[src/rtl/symbol_row_renderer.sv]
// symbol_row_renderer
//   Draws a horizontal row of N_SYM 32x32 game symbols (each scaled by
//   2^SCALE_LOG2) into a VGA pixel stream. Symbol codes live in a
//   double-buffered register file: host writes land in a shadow bank that
//   is copied to the live bank on frame_tick, so a row never tears.
//
//   Optional feature macro: SYMBOL_ROW_BLINK_EN
//     defined   -> frame counter, blink phase and highlight masking built
//     undefined -> hl_en / hl_idx are ignored, no slot is ever masked
//
//   Ports
//     clk, reset_n            pixel clock, asynchronous active-low reset
//     frame_tick              1-cycle pulse at start of vertical blank
//     top_left_x/y [9:0]      row origin, loaded on frame_tick
//     wr_en/wr_idx/wr_value   shadow-bank write port
//     hl_en/hl_idx            highlight control, loaded on frame_tick
//     pixel_valid/x/y         current pixel coordinate
//     out_valid, on, color    2-cycle delayed pixel result (RGB444)
//
//   Flow control: valid-only stream. Every cycle a pixel is accepted and
//   out_valid is pixel_valid delayed by exactly 2 cycles; there is no ready
//   and no stall. Invalid pixels still travel the pipe and emerge with
//   on=0 and color=0.
module symbol_row_renderer #(
  parameter int N_SYM        = 4,
  parameter int SCALE_LOG2   = 0,
  parameter int GAP          = 8,
  parameter int BLINK_FRAMES = 30
) (
  input  logic        clk,
  input  logic        reset_n,
  input  logic        frame_tick,
  input  logic [9:0]  top_left_x,
  input  logic [9:0]  top_left_y,
  input  logic        wr_en,
  input  logic [3:0]  wr_idx,
  input  logic [2:0]  wr_value,
  input  logic        hl_en,
  input  logic [3:0]  hl_idx,
  input  logic        pixel_valid,
  input  logic [9:0]  pixel_x,
  input  logic [9:0]  pixel_y,
  output logic        out_valid,
  output logic        on,
  output logic [11:0] color
);

  localparam int F      = 32 << SCALE_LOG2;
  localparam int STRIDE = F + GAP;
  // Wide enough that no slot extent can wrap; slots past 1023 simply never hit.
  localparam int BW     = 13;

  // ---------------- register file ----------------
  logic [2:0] shadow_q    [N_SYM];
  logic [2:0] shadow_next [N_SYM];
  logic [2:0] live_q      [N_SYM];
  logic [9:0] ox_q, oy_q;
  logic       wr_ok;

  assign wr_ok = wr_en && (32'(wr_idx) < N_SYM);

  // A write in the frame_tick cycle is folded into the same commit.
  always_comb begin
    for (int k = 0; k < N_SYM; k++) begin
      shadow_next[k] = shadow_q[k];
      if (wr_ok && (wr_idx == 4'(k))) shadow_next[k] = wr_value;
    end
  end

  always_ff @(posedge clk or negedge reset_n) begin
    if (!reset_n) begin
      for (int k = 0; k < N_SYM; k++) begin
        shadow_q[k] <= 3'd7;
        live_q[k]   <= 3'd7;
      end
      ox_q <= '0;
      oy_q <= '0;
    end else begin
      for (int k = 0; k < N_SYM; k++) begin
        shadow_q[k] <= shadow_next[k];
        if (frame_tick) live_q[k] <= shadow_next[k];
      end
      if (frame_tick) begin
        ox_q <= top_left_x;
        oy_q <= top_left_y;
      end
    end
  end

  // ---------------- blink / highlight ----------------
  logic [N_SYM-1:0] mask_vec;

`ifdef SYMBOL_ROW_BLINK_EN
  logic [7:0] blink_cnt_q;
  logic       blink_phase_q;
  logic       hl_en_q;
  logic [3:0] hl_idx_q;

  always_ff @(posedge clk or negedge reset_n) begin
    if (!reset_n) begin
      blink_cnt_q   <= '0;
      blink_phase_q <= 1'b0;
      hl_en_q       <= 1'b0;
      hl_idx_q      <= '0;
    end else if (frame_tick) begin
      hl_en_q  <= hl_en;
      hl_idx_q <= hl_idx;
      if (blink_cnt_q == 8'(BLINK_FRAMES - 1)) begin
        blink_cnt_q   <= '0;
        blink_phase_q <= ~blink_phase_q;
      end else begin
        blink_cnt_q <= blink_cnt_q + 8'd1;
      end
    end
  end

  // An out-of-range hl_idx matches no k, so it masks nothing.
  always_comb begin
    for (int k = 0; k < N_SYM; k++)
      mask_vec[k] = blink_phase_q && hl_en_q && (hl_idx_q == 4'(k));
  end
`else
  logic unused_hl;
  assign unused_hl = ^{hl_en, hl_idx};
  assign mask_vec  = '0;
`endif

  // ---------------- stage 1: slot hit and local coordinates ----------------
  logic [BW-1:0] px_w, py_w, ox_w, oy_w, left_k, dx, dy;
  logic          y_in, hit, masked;
  logic [2:0]    hit_code;

  assign px_w = {3'b0, pixel_x};
  assign py_w = {3'b0, pixel_y};
  assign ox_w = {3'b0, ox_q};
  assign oy_w = {3'b0, oy_q};
  assign y_in = (py_w >= oy_w) && (py_w <= oy_w + BW'(F - 1));
  assign dy   = py_w - oy_w;

  always_comb begin
    hit      = 1'b0;
    masked   = 1'b0;
    hit_code = 3'd7;
    dx       = '0;
    left_k   = '0;
    for (int k = 0; k < N_SYM; k++) begin
      left_k = ox_w + BW'(k * STRIDE);
      if (y_in && (px_w >= left_k) && (px_w <= left_k + BW'(F - 1))) begin
        hit      = 1'b1;
        masked   = mask_vec[k];
        hit_code = live_q[k];
        dx       = px_w - left_k;
      end
    end
  end

  logic       s1_valid, s1_lit;
  logic [2:0] s1_code;
  logic [4:0] s1_r, s1_c;

  always_ff @(posedge clk or negedge reset_n) begin
    if (!reset_n) begin
      s1_valid <= 1'b0;
      s1_lit   <= 1'b0;
      s1_code  <= 3'd7;
      s1_r     <= '0;
      s1_c     <= '0;
    end else begin
      s1_valid <= pixel_valid;
      s1_lit   <= pixel_valid && hit && !masked;
      s1_code  <= hit_code;
      s1_r     <= 5'(dy >> SCALE_LOG2);
      s1_c     <= 5'(dx >> SCALE_LOG2);
    end
  end

  // ---------------- stage 2: shape test ----------------
  function automatic logic diamond_hit(input logic [4:0] r, input logic [4:0] c);
    int ri, ci, d;
    ri = 32'(r);
    ci = 32'(c);
    d  = (ri <= 15) ? ri : 31 - ri;
    return (d >= 2) && (ci >= 17 - d) && (ci <= 14 + d);
  endfunction

  function automatic logic square_hit(input logic [4:0] r, input logic [4:0] c);
    return (r >= 5'd2) && (r <= 5'd29) && (c >= 5'd2) && (c <= 5'd29);
  endfunction

  // Column = central bar plus diamond-shaped caps and a diamond waist.
  function automatic logic column_hit(input logic [4:0] r, input logic [4:0] c);
    logic bar, cap_row;
    bar     = (r >= 5'd4) && (r <= 5'd27) && (c >= 5'd5) && (c <= 5'd26);
    cap_row = (r == 5'd2) || (r == 5'd3) || ((r >= 5'd13) && (r <= 5'd18)) ||
              (r == 5'd28) || (r == 5'd29);
    return bar || (cap_row && diamond_hit(r, c));
  endfunction

  logic        shape_lit;
  logic [11:0] shape_color;

  always_comb begin
    shape_lit   = 1'b0;
    shape_color = '0;
    case (s1_code)
      3'd0: begin shape_lit = square_hit(s1_r, s1_c);  shape_color = 12'hF00; end
      3'd1: begin shape_lit = diamond_hit(s1_r, s1_c); shape_color = 12'hFF0; end
      3'd2: begin shape_lit = column_hit(s1_r, s1_c);  shape_color = 12'h00F; end
      3'd3: begin shape_lit = column_hit(s1_r, s1_c);  shape_color = 12'h0F0; end
      3'd4: begin shape_lit = diamond_hit(s1_r, s1_c); shape_color = 12'h000; end
      default: ;
    endcase
  end

  always_ff @(posedge clk or negedge reset_n) begin
    if (!reset_n) begin
      out_valid <= 1'b0;
      on        <= 1'b0;
      color     <= '0;
    end else begin
      out_valid <= s1_valid;
      on        <= s1_lit && shape_lit;
      color     <= (s1_lit && shape_lit) ? shape_color : 12'h000;
    end
  end

endmodule

[config.mk]
export PLATFORM = sky130hd
export DESIGN_NAME = symbol_row_renderer
export DESIGN_NICKNAME = d
export VERILOG_FILES = /design/src/rtl/symbol_row_renderer.sv
export SDC_FILE = /design/constraint.sdc
export NUM_CORES = 1
export LEC_CHECK = 0
export CAP_MARGIN = 25
export CORE_MARGIN = 2
export CORE_UTILIZATION = 53
export DETAILED_ROUTE_END_ITERATION = 10
export PLACE_DENSITY = 0.8
export SLEW_MARGIN = 20
export SYNTH_ARGS = -nofsm -noshare
export SYNTH_HDL_FRONTEND = slang
export SYNTH_SLANG_ARGS = --single-unit
[constraint.sdc]
create_clock -name clk -period 4.6 [get_ports clk]
set_clock_uncertainty 0.15 [all_clocks]
set_input_delay 0.46 -clock clk [delete_from_list [all_inputs] [get_ports clk]]
set_output_delay 0.46 -clock clk [all_outputs]
set_load 0.01 [all_outputs]
; Word-level counts from Yosys, hierarchy flattened
; Cells that the tools add are included.
[totals]
elab_cells = 125
regBits = 73
input_bits = 57
output_inout_bits = 14
[op_classes]
muxes = 20
n_eq_ne = 11
add_sub_neg = 16
magnitude_cmp = 25
reduce_logical = 35
[ops]
columns = cell, count
row1 = 12-bit case mux with 4 select lines, 1
row2 = "11-bit by 5-bit adder with 12-bit output, second input constant", 3
row3 = 10-bit by 12-bit less-or-equal comparator with 1-bit output, 3
row4 = 10-bit by 11-bit >= comparator with 1-bit output, 3
row5 = "5-bit by 32-bit adder with 32-bit output, first input constant", 1
row6 = "32-bit by 3-bit >= comparator with 1-bit output, second input constant", 1
row7 = 6-bit by 32-bit >= comparator with 1-bit output, 1
row8 = 6-bit by 32-bit less-or-equal comparator with 1-bit output, 1
row9 = 32-bit two-way mux, 1
row10 = "6-bit by 32-bit subtractor with 32-bit output, first input constant", 1
row11 = 1-bit logical AND, 26
row12 = "5-bit less-or-equal comparator, second input constant", 5
row13 = 5-bit subtractor, 5
row14 = 3-bit two-way mux, 8
row15 = "10-bit by 5-bit adder with 11-bit output, second input constant", 2
row16 = "10-bit by 7-bit adder with 11-bit output, second input constant", 2
row17 = 10-bit by 11-bit less-or-equal comparator with 1-bit output, 2
row18 = 10-bit >= comparator, 2
row19 = 5-bit two-way mux, 4
row20 = 12-bit two-way mux, 1
row21 = "10-bit by 6-bit adder with 11-bit output, second input constant", 1
row22 = "5-bit by 2-bit equality test with 1-bit output, second input constant", 2
row23 = "5-bit equality test, second input constant", 2
row24 = "5-bit by 2-bit >= comparator with 1-bit output, second input constant", 2
row25 = 16 further kinds, 27

; Logic depth before layout (Yosys ltp)
; Gate-level depths: netlist of run 1.
[depth]
depth_word = 11
ltp_mapped = 18
ltp_nobuf = 17

; Worst setup path after synthesis of run 1
; OpenSTA, ideal clock, no wires.
[synth_timing]
path_type = flip-flop to flip-flop
from = register ox_q[4]
to = register s1_code[0]
path_buffers = 0
synth_period_minus_slack_ps = 3641
setup_time_ps = 61
slack_ps = 959
stages_incl_launch_ff = 16
t_arrival_ps = 3430
path_cell_list = dfrtp_1 > inv_1 > ha_1 > a21boi_1 > nand2_1 > nand2_1 > xnor2_1 > nor3_1 > xor2_1 > ha_1 > nand2_1 > or3_1 > o311ai_4 > or4b_4 > nand3_2 > o221a_2
[synth_between]
elab_chain_len = 7
[synth_rtl]
columns = item, line_no
row1 = "start, declared", 57  ; logic [9:0] ox_q, oy_q;
row2 = "start signal, assigned", 84  ; ox_q <= top_left_x;
row3 = 10-bit by 6-bit adder with 11-bit output (tied with other cells), 147  ; left_k = ox_w + BW'(k * STRIDE);
row4 = 11-bit by 5-bit adder with 12-bit output (tied with other cells), 148  ; if (y_in && (px_w >= left_k) && (px_w <= left_k + BW'(F - 1))) begin
row5 = 10-bit by 12-bit less-or-equal comparator with 1-bit output or 1-bit logical AND (tied branches), 148
row6 = 1-bit logical AND or 3-bit two-way mux (tied branches), 148
row7 = 3-bit two-way mux (2 in a row), 148
row8 = 3-bit two-way mux *, 148
row9 = net hit_code[0], 131  ; logic [2:0] hit_code;
row10 = "end signal, assigned", 171  ; s1_code <= hit_code;
row11 = "end, declared", 158  ; logic [2:0] s1_code;
; Mark *: on every way through the listed nets, which the timed path passes. The rest lies on a longest branch.
; A chain may end at the register's enable or synchronous reset.

; Worst setup path in the final report of run 1
[layout_timing]
from = register ox_q[4]
to = register s1_code[2]
; Same word-level chain as after synthesis.

==> results.yml, run 1 <==
run_status:
  status: "complete, but fails checks"
  violations: "design-rule violations"
routing:
  viasPerCell: 5.87
  drt_iter0_drc: 270
  drt.antenna.violating_nets: 0
  wl_per_cell_um: 16.6
  via_count: 5271
  first_pass_iters: 8
  drc: 5
  routed_wl_mm: 14.9
power:
  p_per_area_nw_per_um2: 356
  leakagePower_nw: 3.20
  vdd_drop_max_mv: 0.188
floorplanning:
  core_area_um2: 11500
  num_rows: 39
  io_pins: 71
  start_util_pct: 54.9
  die_y_um: 113
  dieArea_um2: 12800
  die_x_um: 113
grt:
  antenna_found_initial: 0
  grt_overflow: 0
  grt_pass1_wl_mm: 25.2
  grt_usage_pct: 24.2
  grt_pass1_vias: 5269
  grt_start_max_net_pins: 65
setup_path:
  crit_buf_inv: 2
  cp-end-kind: "flip-flop"
  slowest_delay_ps: 570
  slowest_stage: "dfrtp_1"
  cp.required_ps: 4710
  cp-start-kind: "flip-flop"
  crit_path_max_fanout: 10
  crit_chain: "inv_1 > ha_1 > inv_1 > a41oi_1 > nand3b_1 > xnor2_1 > ha_1 > nand3_1 > a21oi_1 > nor4_1 > a21oi_1 > a22oi_1 > and2b_1 > a31oi_1 > o221a_2"
  crit_arrival_ps: 4340
  cp_top_family: "compound AO/OA/AOI/OAI gates"
  worstSetupPathType: "flip-flop to flip-flop"
place:
  place_ws_ps: 435
  hpwlAfterDp_mm: 11.7
  gp_congestion: 0.928
  port_buffers: 65
  place_inst: 882
synthesis:
  netlist.top_cell.by_area: "ha_1"
  mappedNetlistNets: 868
  syn_avg_cell_area_um2: 9.09
  synth.ff_latch_count: 64
  synth_area_um2: 6320
  yosys_warnings: 0
  seq_area_frac_synth_pct: 25.9
  synthFlopType: "dfrtp_1"
  synth_cells: 696
  ys_async_sr_fraction_pct: 100
  synth_top_area_share_pct: 22.4
  synth_cell_types: 78
  synth-edff-count: 0
  synth_area_leaders: "ha_1 (22%), dfrtp_1 (15%), dfstp_2 (11%), xnor2_1 (6.2%), o21ai_0 (4.2%)"
clock_tree:
  htreeDepth: 3
  root_buffer: "clkbuf_16"
  clock_path_buffers: 2
  cts_setup_buffers: 0
  clock_sinks: 64
  cts_tree: "done"
  cts.clk_slew.worst_paths_ps: 50
  cts_resized: 0
  cts_hold_buf: 0
  cts_inserted_buffers: 9
  clkLatencyLatePin_ps: 330
job:
  max-cap-violations: 0
timing:
  fin_crit_sh_pct: 92.1
  fin_ws_ps: 365
  max_slew_margin_pct: 37.2
  finalHoldViolCount: 0
  tightest_slew_ps: 941
  post-route-min-period_ps: 4240
  slew_viol_final: 0
  rsz0062_at_grt: "false"
  fmax_mhz: 236
  finalSetupTns_ps: 0
  finalSetupViolCount: 0
layout:
  fin_nets: 922
  synthToLayoutAreaGrowth_pct: 15.3
  fill_cells: 957
  layout.cells.non_filler: 898
  drive_gt1_share_pct: 12.5
  diodes: 0
min_path:
  hold_class: "input port to asynchronous set/reset pin"
path summary, 6_finish.rpt:
kind | to | slack (ps) | start | cells past startpoint
min in group clk | out_valid | 200 | s1_valid | 0
min reg2reg | out_valid | 200 | s1_valid | 0
min | s1_r[1] | 150 | reset_n | 2
max in group asynchronous | color[7] | 3600 | reset_n | 2
max | s1_code[2] | 360 | ox_q[4] | 15
max reg2reg | s1_code[2] | 360 | ox_q[4] | 15
synth_stat cells, types with 3 or more instances:
library cell    n
inv_1          53
or3_1           3
o31a_1          4
a2111oi_0       3
o2111ai_1       3
o21ai_0        53
nor3_1         16
nand3_1        17
inv_2           3
nand2b_1        7
a31oi_1         9
nor4_1          4
clkbuf_1        8
o211ai_1        6
xor2_1         10
nor2b_1        13
buf_4           9
buf_2           5
nand2_1        60
dfstp_2        27
o21a_1          9
mux2_2         22
nor3b_1         3
dfrtp_1        37
o22ai_1         3
nand4_1        14
ha_1          113
a21oi_1        32
nor2_1         32
a211oi_1        5
xnor2_1        45
a21o_1          9
o221a_2         3
kinds of logic after synthesis:
kind of cell	Yosys count	synth area share [%]
AOI/OAI and AO/OA	164	17.2
and+or+nand+nor	191	16.1
adders and majority gates	115	23.0
buffers and inverters	82	5.74
DFF	64	25.9
xor gates and xnor gates	56	7.87
muxes	24	4.23
flip-flops by register name, indices dropped and copies added, names as in the netlist:
| register | count |
|---|---|
| color | 3 |
| live_q | 12 |
| on | 1 |
| out_valid | 1 |
| ox_q | 10 |
| oy_q | 10 |
| s1_c | 5 |
| s1_code | 3 |
| s1_lit | 1 |
| s1_r | 5 |
| s1_valid | 1 |
| shadow_q | 12 |
power by group:
part | switching [mW] | internal [mW]
logic | 0.626 | 0.531
registers | 0.105 | 0.707
clock network | 0.246 | 0.378
total | 0.978 | 1.62
placed cells by master (no fill, tap or decap), drive strengths merged, types with 10 or more instances in the layout:
master	synthesis	final
nor2	32	32
dfrtp	37	37
ha	113	113
mux2	22	22
xor2	10	10
clkbuf	8	11
nor2b	13	13
clkdlybuf4s50	0	63
inv	56	58
nand3	18	18
nand2	60	60
a21oi	34	34
xnor2	46	46
dfstp	27	27
nand4	14	14
o21ai	55	55
nor3	19	19
stage by stage:
stage	area, um2	util, %	power (mW)	hold slack, ps
global placement	7020	60.9	1.89	185
global route	7290	63.3	2.79	208
floorplan	6320	-	1.65	14.4
CTS	7290	63.3	2.60	191
detailed placement	7020	60.9	1.96	185
finish	7290	63.3	2.59	153
metal layers:
layer  vias up  global-route usage [%]  wire length, um
met5         -                       0                0
met2       124                    41.7             7340
li1       2602                       -                -
met4         0                    7.32              233
met1      2528                    31.3             6680
met3        17                    3.96              647
area by class of cell:
| type | count | area, um2 | area share [%] |
|---|---|---|---|
| timing repair buffer | 68 | 663 | 9.10 |
| clock buffer | 11 | 243 | 3.33 |
| inverter | 57 | 214 | 2.93 |
| multi-input combinational | 550 | 4330 | 59.3 |
| clock inverter | 5 | 31.3 | 0.429 |
| tap | 143 | 179 | 2.45 |
| sequential | 64 | 1640 | 22.4 |
No activity file was read; power rests on OpenSTA's default activity.
==> inputs of run 2 (changes only) <==
- CORE_ASPECT_RATIO: unset -> 0.7
==> run 2 against run 1 <==
Net effect: the run now ends clean; first-iteration DRC count increased by 59%; sequential cell count unchanged; combinational power about the same; final cell count increased by 1.7%; sequential power about the same; largest cell class unchanged; utilization decreased by 0.059 points; fmax decreased by 0.70%; sequential share of layout area decreased by 0.30 points; critical path depth unchanged; total power increased by 6.2%; clock power increased by 25%; global-route usage increased by 0.53 points.
==> results.yml, run 2 (same netlist as run 1, synthesis figures left out) <==
run_status:
  status: "finished clean"
timing:
  tightest_slew_ps: 915
  fin_crit_sh_pct: 92.7
  finalSetupTns_ps: 0
  holdWs_ps: 148
  fmax_mhz: 234
  fin_ws_ps: 335
  slew_viol_final: 0
  post-route-min-period_ps: 4270
  finalHoldViolCount: 0
  max_slew_margin_pct: 39.0
  finalSetupViolCount: 0
  rsz0062_at_grt: "false"
setup_path:
  cp-start-kind: "flip-flop"
  slowest_stage: "dfrtp_1"
  crit_start: "ox_q[4]"
  timing.rr.start: "ox_q[4]"
  ff2ff_setup_slack_ps: 330
  crit_arrival_ps: 4370
  crit_chain: "inv_1 > ha_1 > inv_1 > a41oi_1 > nand3b_1 > xnor2_1 > ha_1 > nand3_1 > a21oi_1 > nor4_1 > a21oi_1 > a22oi_1 > and2b_1 > a31oi_1 > o221a_2"
  worstSetupPathType: "flip-flop to flip-flop"
  reg2regPathDepth: 15
  cp-end-kind: "flip-flop"
  cp.required_ps: 4710
  reg2reg_to: "s1_code[1]"
  crit_path_max_fanout: 10
  slowest_delay_ps: 610
power:
  p_per_area_nw_per_um2: 373
  p_total_mw: 2.75
  vdd_drop_max_mv: 0.202
  leakagePower_nw: 3.23
clock_tree:
  cts.clk_slew.worst_paths_ps: 60
  cts_setup_buffers: 0
  cts_hold_buf: 0
  clock_path_buffers: 2
  cts_tree: "done"
  clkLatencyLatePin_ps: 340
  root_buffer: "clkbuf_16"
  clock_sinks: 64
  cts_resized: 0
  cts_inserted_buffers: 9
  htreeDepth: 3
min_path:
  hold_class: "input port to asynchronous set/reset pin"
grt:
  grt_usage_pct: 24.7
  grt_start_max_net_pins: 65
  antenna_found_initial: 0
  grt_pass1_vias: 5091
  grt_overflow: 0
  grt_pass1_wl_mm: 24.9
routing:
  wl_per_cell_um: 16.5
  drc: 0
  via_count: 5329
  drt.antenna.violating_nets: 0
  first_pass_iters: 5
  routed_wl_mm: 15.1
  drt_iter0_drc: 428
  viasPerCell: 5.84
floorplanning:
  die_x_um: 135
  dieArea_um2: 12800
  start_util_pct: 54.1
  die_y_um: 95.4
  core_area_um2: 11700
  num_rows: 33
  io_pins: 71
place:
  hpwlAfterDp_mm: 11.9
  place_area_um2: 7040
  place_ws_ps: 403
  gp_congestion: 0.996
  port_buffers: 65
  place_inst: 897
layout:
  final_cell_mix: "ha_1 (113), clkdlybuf4s50_1 (63), nand2_1 (60), inv_1 (53), o21ai_0 (53)"
  register_area_um2: 1640
  final_area_um2: 7390
  layout.cells.non_filler: 913
  fin_util_pct: 63.3
  fill_cells: 927
  drive_gt1_share_pct: 12.7
  diodes: 0
  multi_input_area_um2: 4330
  fin_nets: 923
  largestRegisters: "live_q: 12 flops, shadow_q: 12 flops"
  synthToLayoutAreaGrowth_pct: 16.9
  final_common_cell: "ha_1"
job:
  max-cap-violations: 0
## run 2: how the worst max path moves through the flow
stage,end
2_1_floorplan,s1_code[0]
3_3_place_gp,s1_c[2]
3_5_place_dp,s1_c[2]
4_1_cts,s1_c[0]
5_1_grt,s1_c[2]
6_report,s1_code[1]
## run 2: power breakdown
part	internal, mW	switching [mW]
Combinational	0.533	0.630
Sequential	0.706	0.104
Clock	0.524	0.256
Total	1.76	0.990
## run 2: cell type report
class                           count  area share (%)
Clock buffer                       11            3.57
Clock inverter                      5            1.15
Inverter                           57            2.89
Multi-Input combinational cell    550            58.5
Sequential cell                    64            22.1
Tap cell                          157            2.66
Timing Repair Buffer               69            9.07
## run 2: layer usage
| metal | up-vias | share of wire [%] | track usage (%) |
|---|---|---|---|
| met4 | 0 | 0.97 | 5.53 |
| li1 | 2594 | - | - |
| met5 | - | 0 | 0 |
| met3 | 18 | 7.1 | 6.33 |
| met1 | 2540 | 49 | 34.1 |
| met2 | 177 | 43 | 39.3 |
## run 2: worst max-delay path: cells and delay by family (launching register included)
kind / cells / cell delay [ps]
adders and majority gates: 2 / 710
and+or+nand+nor: 4 / 880
DFF: 1 / 610
xor gates and xnor gates: 1 / 160
buffers and inverters: 2 / 390
AOI/OAI and AO/OA: 6 / 1280
